==> config.mk <==
export PLATFORM = sky130hd
export DESIGN_NAME = mult_seq_flat
export DESIGN_NICKNAME = d
export VERILOG_FILES = /design/src/rtl/mult_seq_if.sv /design/src/rtl/mult_seq.sv /design/src/flat_wrapper.sv
export SDC_FILE = /design/constraint.sdc
export NUM_CORES = 1
export LEC_CHECK = 0
export ABC_AREA = 1
export BUFFER_PORTS_ARGS = -buffer_cell sky130_fd_sc_hd__buf_2
export CORE_ASPECT_RATIO = 0.5
export CORE_MARGIN = 2
export CORE_UTILIZATION = 40
export DETAILED_ROUTE_END_ITERATION = 8
export GPL_ROUTABILITY_DRIVEN = 0
export SLEW_MARGIN = 20
export SYNTH_ARGS = -nofsm -noshare
export SYNTH_HDL_FRONTEND = slang
export SYNTH_SLANG_ARGS = --single-unit
==> constraint.sdc <==
create_clock -name clk -period 3.9 [get_ports clk]
set_clock_uncertainty 0.15 [all_clocks]
set_input_delay 0.585 -clock clk [delete_from_list [all_inputs] [get_ports clk]]
set_output_delay 0.585 -clock clk [all_outputs]
set_load 0.05 [all_outputs]
==> src/rtl/mult_seq_if.sv <==
// mult_seq_if: request/result bundle between the control unit and the
// sequential multiplier.
//   start, sgn, a, b, rd_hilo : driven by the control unit (master)
//   busy, stall, done, hi, lo : driven by the multiplier (slave)
interface mult_seq_if;
  logic        start;
  logic        sgn;
  logic [31:0] a;
  logic [31:0] b;
  logic        rd_hilo;
  logic        busy;
  logic        stall;
  logic        done;
  logic [31:0] hi;
  logic [31:0] lo;

  modport master (
    output start, sgn, a, b, rd_hilo,
    input  busy, stall, done, hi, lo
  );

  modport slave (
    input  start, sgn, a, b, rd_hilo,
    output busy, stall, done, hi, lo
  );
endinterface

==> src/rtl/mult_seq.sv <==
// mult_seq: 32x32 -> 64 radix-2 shift-add multiplier for mult/multu.
// A request costs 34 cycles from the accepting edge up to and including
// the edge that writes hi/lo, independent of operand values.
//   clk   : system clock, rising edge
//   rst_n : asynchronous active-low reset
//   bus   : mult_seq_if.slave
//             start/sgn/a/b : request and operands, sampled in IDLE/DONE
//             rd_hilo       : current instruction reads hi/lo
//             busy          : RUN or FIX
//             stall         : busy & (start | rd_hilo), combinational
//             done          : one-cycle pulse, hi/lo just updated
//             hi/lo         : product [63:32] / [31:0]
//
// state  | meaning
// IDLE   | waiting for start
// RUN    | 32 shift-add steps, one multiplier bit per cycle
// FIX    | apply sign to the magnitude product, write hi/lo
// DONE   | done pulse; a new start is accepted here as in IDLE
module mult_seq (
  input  logic       clk,
  input  logic       rst_n,
  mult_seq_if.slave  bus
);

  typedef enum logic [1:0] {
    S_IDLE = 2'd0,
    S_RUN  = 2'd1,
    S_FIX  = 2'd2,
    S_DONE = 2'd3
  } state_e;

  state_e      state_q;
  logic [31:0] a_q;
  logic [31:0] b_q;
  logic [63:0] acc_q;
  logic [5:0]  cnt_q;
  logic        neg_q;
  logic        busy_q;
  logic        done_q;
  logic [31:0] hi_q;
  logic [31:0] lo_q;

  logic [31:0] a_abs_d;
  logic [31:0] b_abs_d;
  logic [32:0] sum_d;
  logic [63:0] fix_d;

  // Negating 0x80000000 in 32 bits gives 0x80000000 back, which read as
  // unsigned is exactly 2^31, so the most negative operand needs no extra bit.
  assign a_abs_d = (bus.sgn && bus.a[31]) ? (~bus.a + 32'd1) : bus.a;
  assign b_abs_d = (bus.sgn && bus.b[31]) ? (~bus.b + 32'd1) : bus.b;

  // Right-shifting accumulator: the multiplicand is added into the upper
  // half, and the carry out becomes the new MSB after the shift.
  assign sum_d = {1'b0, acc_q[63:32]} + (b_q[0] ? {1'b0, a_q} : 33'd0);

  assign fix_d = neg_q ? (~acc_q + 64'd1) : acc_q;

  always_ff @(posedge clk or negedge rst_n) begin
    if (!rst_n) begin
      state_q <= S_IDLE;
      a_q     <= '0;
      b_q     <= '0;
      acc_q   <= '0;
      cnt_q   <= '0;
      neg_q   <= 1'b0;
      busy_q  <= 1'b0;
      done_q  <= 1'b0;
      hi_q    <= '0;
      lo_q    <= '0;
    end else begin
      done_q <= 1'b0;
      case (state_q)
        S_IDLE, S_DONE: begin
          if (bus.start) begin
            a_q     <= a_abs_d;
            b_q     <= b_abs_d;
            neg_q   <= bus.sgn & (bus.a[31] ^ bus.b[31]);
            acc_q   <= '0;
            cnt_q   <= '0;
            busy_q  <= 1'b1;
            state_q <= S_RUN;
          end else begin
            state_q <= S_IDLE;
          end
        end
        S_RUN: begin
          acc_q <= {sum_d, acc_q[31:1]};
          b_q   <= {1'b0, b_q[31:1]};
          cnt_q <= cnt_q + 6'd1;
          if (cnt_q == 6'd31) begin
            state_q <= S_FIX;
          end
        end
        S_FIX: begin
          acc_q   <= fix_d;
          hi_q    <= fix_d[63:32];
          lo_q    <= fix_d[31:0];
          busy_q  <= 1'b0;
          done_q  <= 1'b1;
          state_q <= S_DONE;
        end
        default: begin
          busy_q  <= 1'b0;
          state_q <= S_IDLE;
        end
      endcase
    end
  end

  assign bus.busy  = busy_q;
  assign bus.stall = busy_q & (bus.start | bus.rd_hilo);
  assign bus.done  = done_q;
  assign bus.hi    = hi_q;
  assign bus.lo    = lo_q;

endmodule

==> src/flat_wrapper.sv <==
// flat-port wrapper written by rule: the top's interface ports become plain ports
module mult_seq_flat 
  (clk, rst_n, bus_start, bus_sgn, bus_a, bus_b, bus_rd_hilo, bus_busy, bus_stall, bus_done, bus_hi, bus_lo);
  mult_seq_if bus_i ();
  input  logic clk;
  input  logic rst_n;
  input wire logic [$bits(bus_i.start)-1:0] bus_start;
  input wire logic [$bits(bus_i.sgn)-1:0] bus_sgn;
  input wire logic [$bits(bus_i.a)-1:0] bus_a;
  input wire logic [$bits(bus_i.b)-1:0] bus_b;
  input wire logic [$bits(bus_i.rd_hilo)-1:0] bus_rd_hilo;
  output wire logic [$bits(bus_i.busy)-1:0] bus_busy;
  output wire logic [$bits(bus_i.stall)-1:0] bus_stall;
  output wire logic [$bits(bus_i.done)-1:0] bus_done;
  output wire logic [$bits(bus_i.hi)-1:0] bus_hi;
  output wire logic [$bits(bus_i.lo)-1:0] bus_lo;
  assign bus_i.start = bus_start;
  assign bus_i.sgn = bus_sgn;
  assign bus_i.a = bus_a;
  assign bus_i.b = bus_b;
  assign bus_i.rd_hilo = bus_rd_hilo;
  assign bus_busy = bus_i.busy;
  assign bus_stall = bus_i.stall;
  assign bus_done = bus_i.done;
  assign bus_hi = bus_i.hi;
  assign bus_lo = bus_i.lo;
  mult_seq u_core (.clk(clk), .rst_n(rst_n), .bus(bus_i));
endmodule
# Word level (Yosys, flattened, before mapping)
# Cells that the tools add are included.
# totals
reg_bits	203
latchBits	0
ram_bits	0
mem_bits_ro	0
inputBits	69
output_inout_bits	67
word_cells	53
mem_count	0
# op_classes
addsub	5
multipliers	0
div	0
magnitude_cmp	0
eq_ne	6
shifts	0
mux	16
bitwise	7
n_reduce_logical	9
# op_table
operator	n
$pmux W64 S3	1
$mux W32	4
$mux W64	2
$add A32 B1 Y32 const B	2
$add A64 B1 Y64 const B	1
$not A32 Y32	2
$not A64 Y64	1
$pmux W32 S2	1
$add A32 B33 Y33	1
$pmux W6 S2	1
$add A6 B1 Y6 const B	1
$eq A6 B5 Y1 const B	1
$mux W6	1
$pmux W2 S3	1
$reduce_and A2 Y1	3
$eq A2 B2 Y1 const B	2
$reduce_bool A2 Y1	2
$mux W1	3
$and A1 B1 Y1	2
$eq A2 B1 Y1 const B	1
$logic_and A1 B1 Y1	2
$logic_not A2 Y1	1
$mux W2	1
$ne A2 B1 Y1 const B	1
other kinds (5)	5

# Logic depth before layout (Yosys ltp)
# logic_depth
word_depth	5
mapped_depth	18
ltp_nobuf	17

# Worst setup path before layout
# OpenSTA, ideal clock, no wires.
# synth_path
path_type	flip-flop to flip-flop
startpoint	register u_core.b_q[0]
endpoint	register u_core.acc_q[59]
setup_time_ns	0.116
arrival_time_ns	1.989
t_required_ns	3.634
setup_slack_ns	1.645
stages_incl_launch_ff	19
path_buffers	1
synth_period_minus_slack_ns	2.255
path_cell_list	dfrtp_1 clkbuf_1 nand2_1 inv_1 ha_1 inv_1 fa_1 inv_1 nand3_1 nand3_1 nand3_1 nand3_1 nand2_1 nand2_1 nand2_1 nand3_1 nand2_1 nand2_1 nand2_1
# synth_via
elab_chain_len	3
# synth_rtl
item	line_no	rtl
from (decl)	mult_seq.sv:34	logic [31:0] b_q;
from (signal assigned)	mult_seq.sv:77	b_q <= b_abs_d;
from (signal assigned)	mult_seq.sv:89	b_q <= {1'b0, b_q[31:1]};
$mux W32	mult_seq.sv:55	assign sum_d = {1'b0, acc_q[63:32]} + (b_q[0] ? {1'b0, a_q} : 33'd0);
$add A32 B33 Y33	mult_seq.sv:55	
$pmux W64 S3	mult_seq.sv:73	case (state_q)
to (signal assigned)	mult_seq.sv:88	acc_q <= {sum_d, acc_q[31:1]};
to (signal assigned)	mult_seq.sv:96	acc_q <= fix_d;
to (decl)	mult_seq.sv:35	logic [63:0] acc_q;
# No other way between the ends.
# A chain may end at the register's enable or synchronous reset.

# Worst setup path in the final report
# layout_path
startpoint	register u_core.b_q[0]
endpoint	register u_core.acc_q[47]
# Same word-level chain as after synthesis.

==> results by group <==
Status
  • Status: finished clean

Cells and area
  • Antenna fix cells: 0
  • Fraction of layout cells with a size suffix above 1: 0.09897
  • Register area: 5081 µm²
  • Commonest non-fill, non-tap cell in the layout: nand2_1
  • Fin area: 16,980 µm²
  • Multi-input logic area: 8531 µm²
  • Post-route core utilization: 0.4553
  • Final #Nets: 2,609
  • Synth-to-Final Area Change: 12.55%
  • Fillers: 3,952
  • Most frequent cells in the layout: 912 x nand2_1, 285 x inv_1, 269 x nor2_1
  • Fin cells: 3,010

Global routing
  • Largest net degree at the start of global routing: 70
  • Vias in the first global route: 14,060
  • Overflow after GRT: 0
  • Total track usage: 0.2448
  • Antenna violations before repair: 3
  • Global-route wire length before repair: 76,530 µm

Synth
  • Post-synth top area share: 0.3368
  • Post-Synthesis Cells: 2,392
  • Syn Area/Cell: 6.306 µm²
  • Seq cells post-synth: 203
  • Synth cell types: 48
  • Synth area leader: dfrtp_1
  • Sequential share of the synthesized area: 0.3368
  • Mapped cell area: 15,080 µm²
  • Share of flip-flops with an asynchronous set or reset: 1.000
  • Warnings from Yosys: 0
  • Number of enable flip-flop cells after synthesis: 0
  • Syn nets: 2,500
  • Synth top area cells: dfrtp_1 34%, nand2_1 23%, inv_1 7.1%
  • Synth Flop Type: dfrtp_1

Power
  • Power density cells: 899.8 nW/µm²
  • Leakage dissipation: 9.758 nW
  • Worst vdd ir: 0.7413 mV
  • Total power: 15.28 mW

STA
  • Pins over their slew limit: 0
  • Setup TNS: 0 ns
  • Final Setup Violations: 0
  • Slew @ Worst Pin: 0.9178 ns
  • Peak Freq: 332.3 MHz
  • RSZ-0062 raised after global routing: no
  • Hold_ws: 0.1702 ns
  • Max-Slew Margin vs Limit: 0.3874
  • Hold Vio Cnt, Final: 0
  • Tcrit/Tclk final: 0.7716
  • Tmin final: 3.009 ns
  • Final worst setup slack: 0.8906 ns

Setup path
  • Slowest cell delay on critical path: 0.90 ns
  • Number of cells on the critical path: 17
  • Critical Path End: u_core.acc_q[47]
  • Crit path launch: u_core.b_q[0]
  • Crit-path cells: nand2_1 > inv_1 > ha_1 > inv_1 > fa_1 > inv_1 > nand3_1 > nand3_1 > nand2_1 > nand2_1 > nand3_1 > nand2_1 > nand2_1 > nand3_1 > nand2_1 > nand2_1 > o21ai_2
  • CP bufs+invs: 3
  • Reg-to-Reg Start: u_core.b_q[0]
  • WP data arrival: 3.27 ns
  • R2R cell count: 17
  • CP startpoint kind: register
  • Crit Path Category: register to register
  • Cell mode on critical path: nand2_1
  • CP max FO: 26
  • Reg2reg setup slack: 0.89 ns
  • Required @ worst endpoint: 4.16 ns
  • Crit-path leading delay family: simple AND/OR/NAND/NOR gates
  • Worst setup EP type: register
  • End of the worst register-to-register path: u_core.acc_q[47]
  • Highest-delay cell along the critical path: dfrtp_1

Clocking
  • Max clock buf depth: 3
  • PostCTS Resize Cnt: 0
  • CTS Buf Count: 22
  • # H-tree levels: 1
  • Sink Count: 203
  • Hold_buf cts: 1
  • Clock transition at path regs: 0.07 ns
  • TritonCTS clock tree: done
  • Setup bufs post-CTS: 0
  • Clock latency on the worst-skew pair: 0.55 ns
  • CTS root buf: clkbuf_16

Die
  • Placement Rows: 50
  • Die area: 39,370 µm²
  • Core box area: 37,290 µm²
  • Top Ports: 136
  • Die X-Extent: 278.6 µm
  • Die span in y: 141.3 µm
  • Initial Utilization: 0.4046

Route
  • Routed WL per cell: 16.03 µm
  • Vias per std cell: 5.056
  • Vias: 15,220
  • Detailed Route WL: 48,260 µm
  • Pre-antenna DRT Iters: 5
  • DRT antenna net count: 0
  • DRC: 0
  • Drt first-iter violations: 1,279

Place
  • Post-DP HPWL: 36,770 µm
  • Input/output buffers: 135
  • Inst Count DP: 2,970
  • Placed Area: 16,210 µm²
  • Post-Place Worst Slack: 0.8702 ns

Worst hold path
  • Hold Crit Class: input pin to register

Run
  • Max-capacitance violation count: 0
[cell type report]
type,count,area share
clock inverter,10,0.009139
clock buffer,29,0.03574
multi-input combinational,1821,0.5025
sequential,203,0.2993
timing repair buffer,156,0.05129
tap,494,0.03641
inverter,297,0.06566
[report_power, final]
part | switching (mW) | total (mW) | internal, mW
registers | 0.690 | 3.59 | 2.90
logic | 6.78 | 9.41 | 2.63
clock network | 0.969 | 2.28 | 1.31
[metal layers]
metal | track usage | vias to the layer above | wire [µm]
met3 | 0.04084 | 87 | 3178
met4 | 0.06876 | 6 | 1375
met1 | 0.3515 | 6917 | 22870
met5 | 0 | - | 39
met2 | 0.3812 | 407 | 20800
li1 | - | 7803 | -
[worst register-to-register path, cell delays in order (launching register included)]
cell and delay (ns):
dfrtp_1 0.90, nand2_1 0.11, inv_1 0.08, ha_1 0.19
inv_1 0.07, fa_1 0.35, inv_1 0.13, nand3_1 0.09
nand3_1 0.14, nand2_1 0.07, nand2_1 0.12, nand3_1 0.11
nand2_1 0.08, nand2_1 0.04, nand3_1 0.07, nand2_1 0.06
nand2_1 0.07, o21ai_2 0.05
[sequential cells by signal, indices dropped and copies added (netlist names), 2 cells and up]
signal / cells
u_core.a_q: 32
u_core.bus.lo: 32
u_core.cnt_q: 6
u_core.acc_q: 64
u_core.b_q: 32
u_core.state_q: 2
u_core.bus.hi: 32
[Yosys cell counts (4+ instances only)]
master    number
nand3_2        4
or2_2          5
nor3_1        14
ha_1          38
xor2_1        33
nand2_2       11
o21ai_0      115
a21oi_1       81
inv_1        285
o21ai_1        7
o22ai_1       11
clkbuf_8       6
o21bai_1      13
o221ai_1      26
clkbuf_1      43
nand3b_1      16
o31ai_1        6
o211ai_1      12
inv_2          9
nor2_4         6
buf_1          5
nand2_1      912
buf_2         12
nand3_1      175
dfrtp_1      203
nor2_1       271
nor2_2        10
a31oi_1        6
nand4_1       22
[cell families after synthesis]
group / Yosys count / synth area share
AOI/OAI and AO/OA: 287 / 0.1118
xor gates and xnor gates: 36 / 0.02090
adders and majority gates: 39 / 0.03285
buffers and inverters: 368 / 0.09821
DFF: 203 / 0.3368
and+or+nand+nor: 1459 / 0.3995
[worst min-delay path by stage]
stage,start,end,slack [ns],cells past startpoint
floorplan,rst_n,u_core.a_q[0],0.14,0
global placement,u_core.bus.hi[13],u_core.bus.hi[13],0.31,2
detailed placement,u_core.b_q[26],u_core.b_q[26],0.31,2
CTS,bus_a[26],u_core.a_q[26],0.15,3
global route,bus_a[26],u_core.a_q[26],0.18,3
finish,bus_a[26],u_core.a_q[26],0.17,3
(Power assumes the default switching activity.)
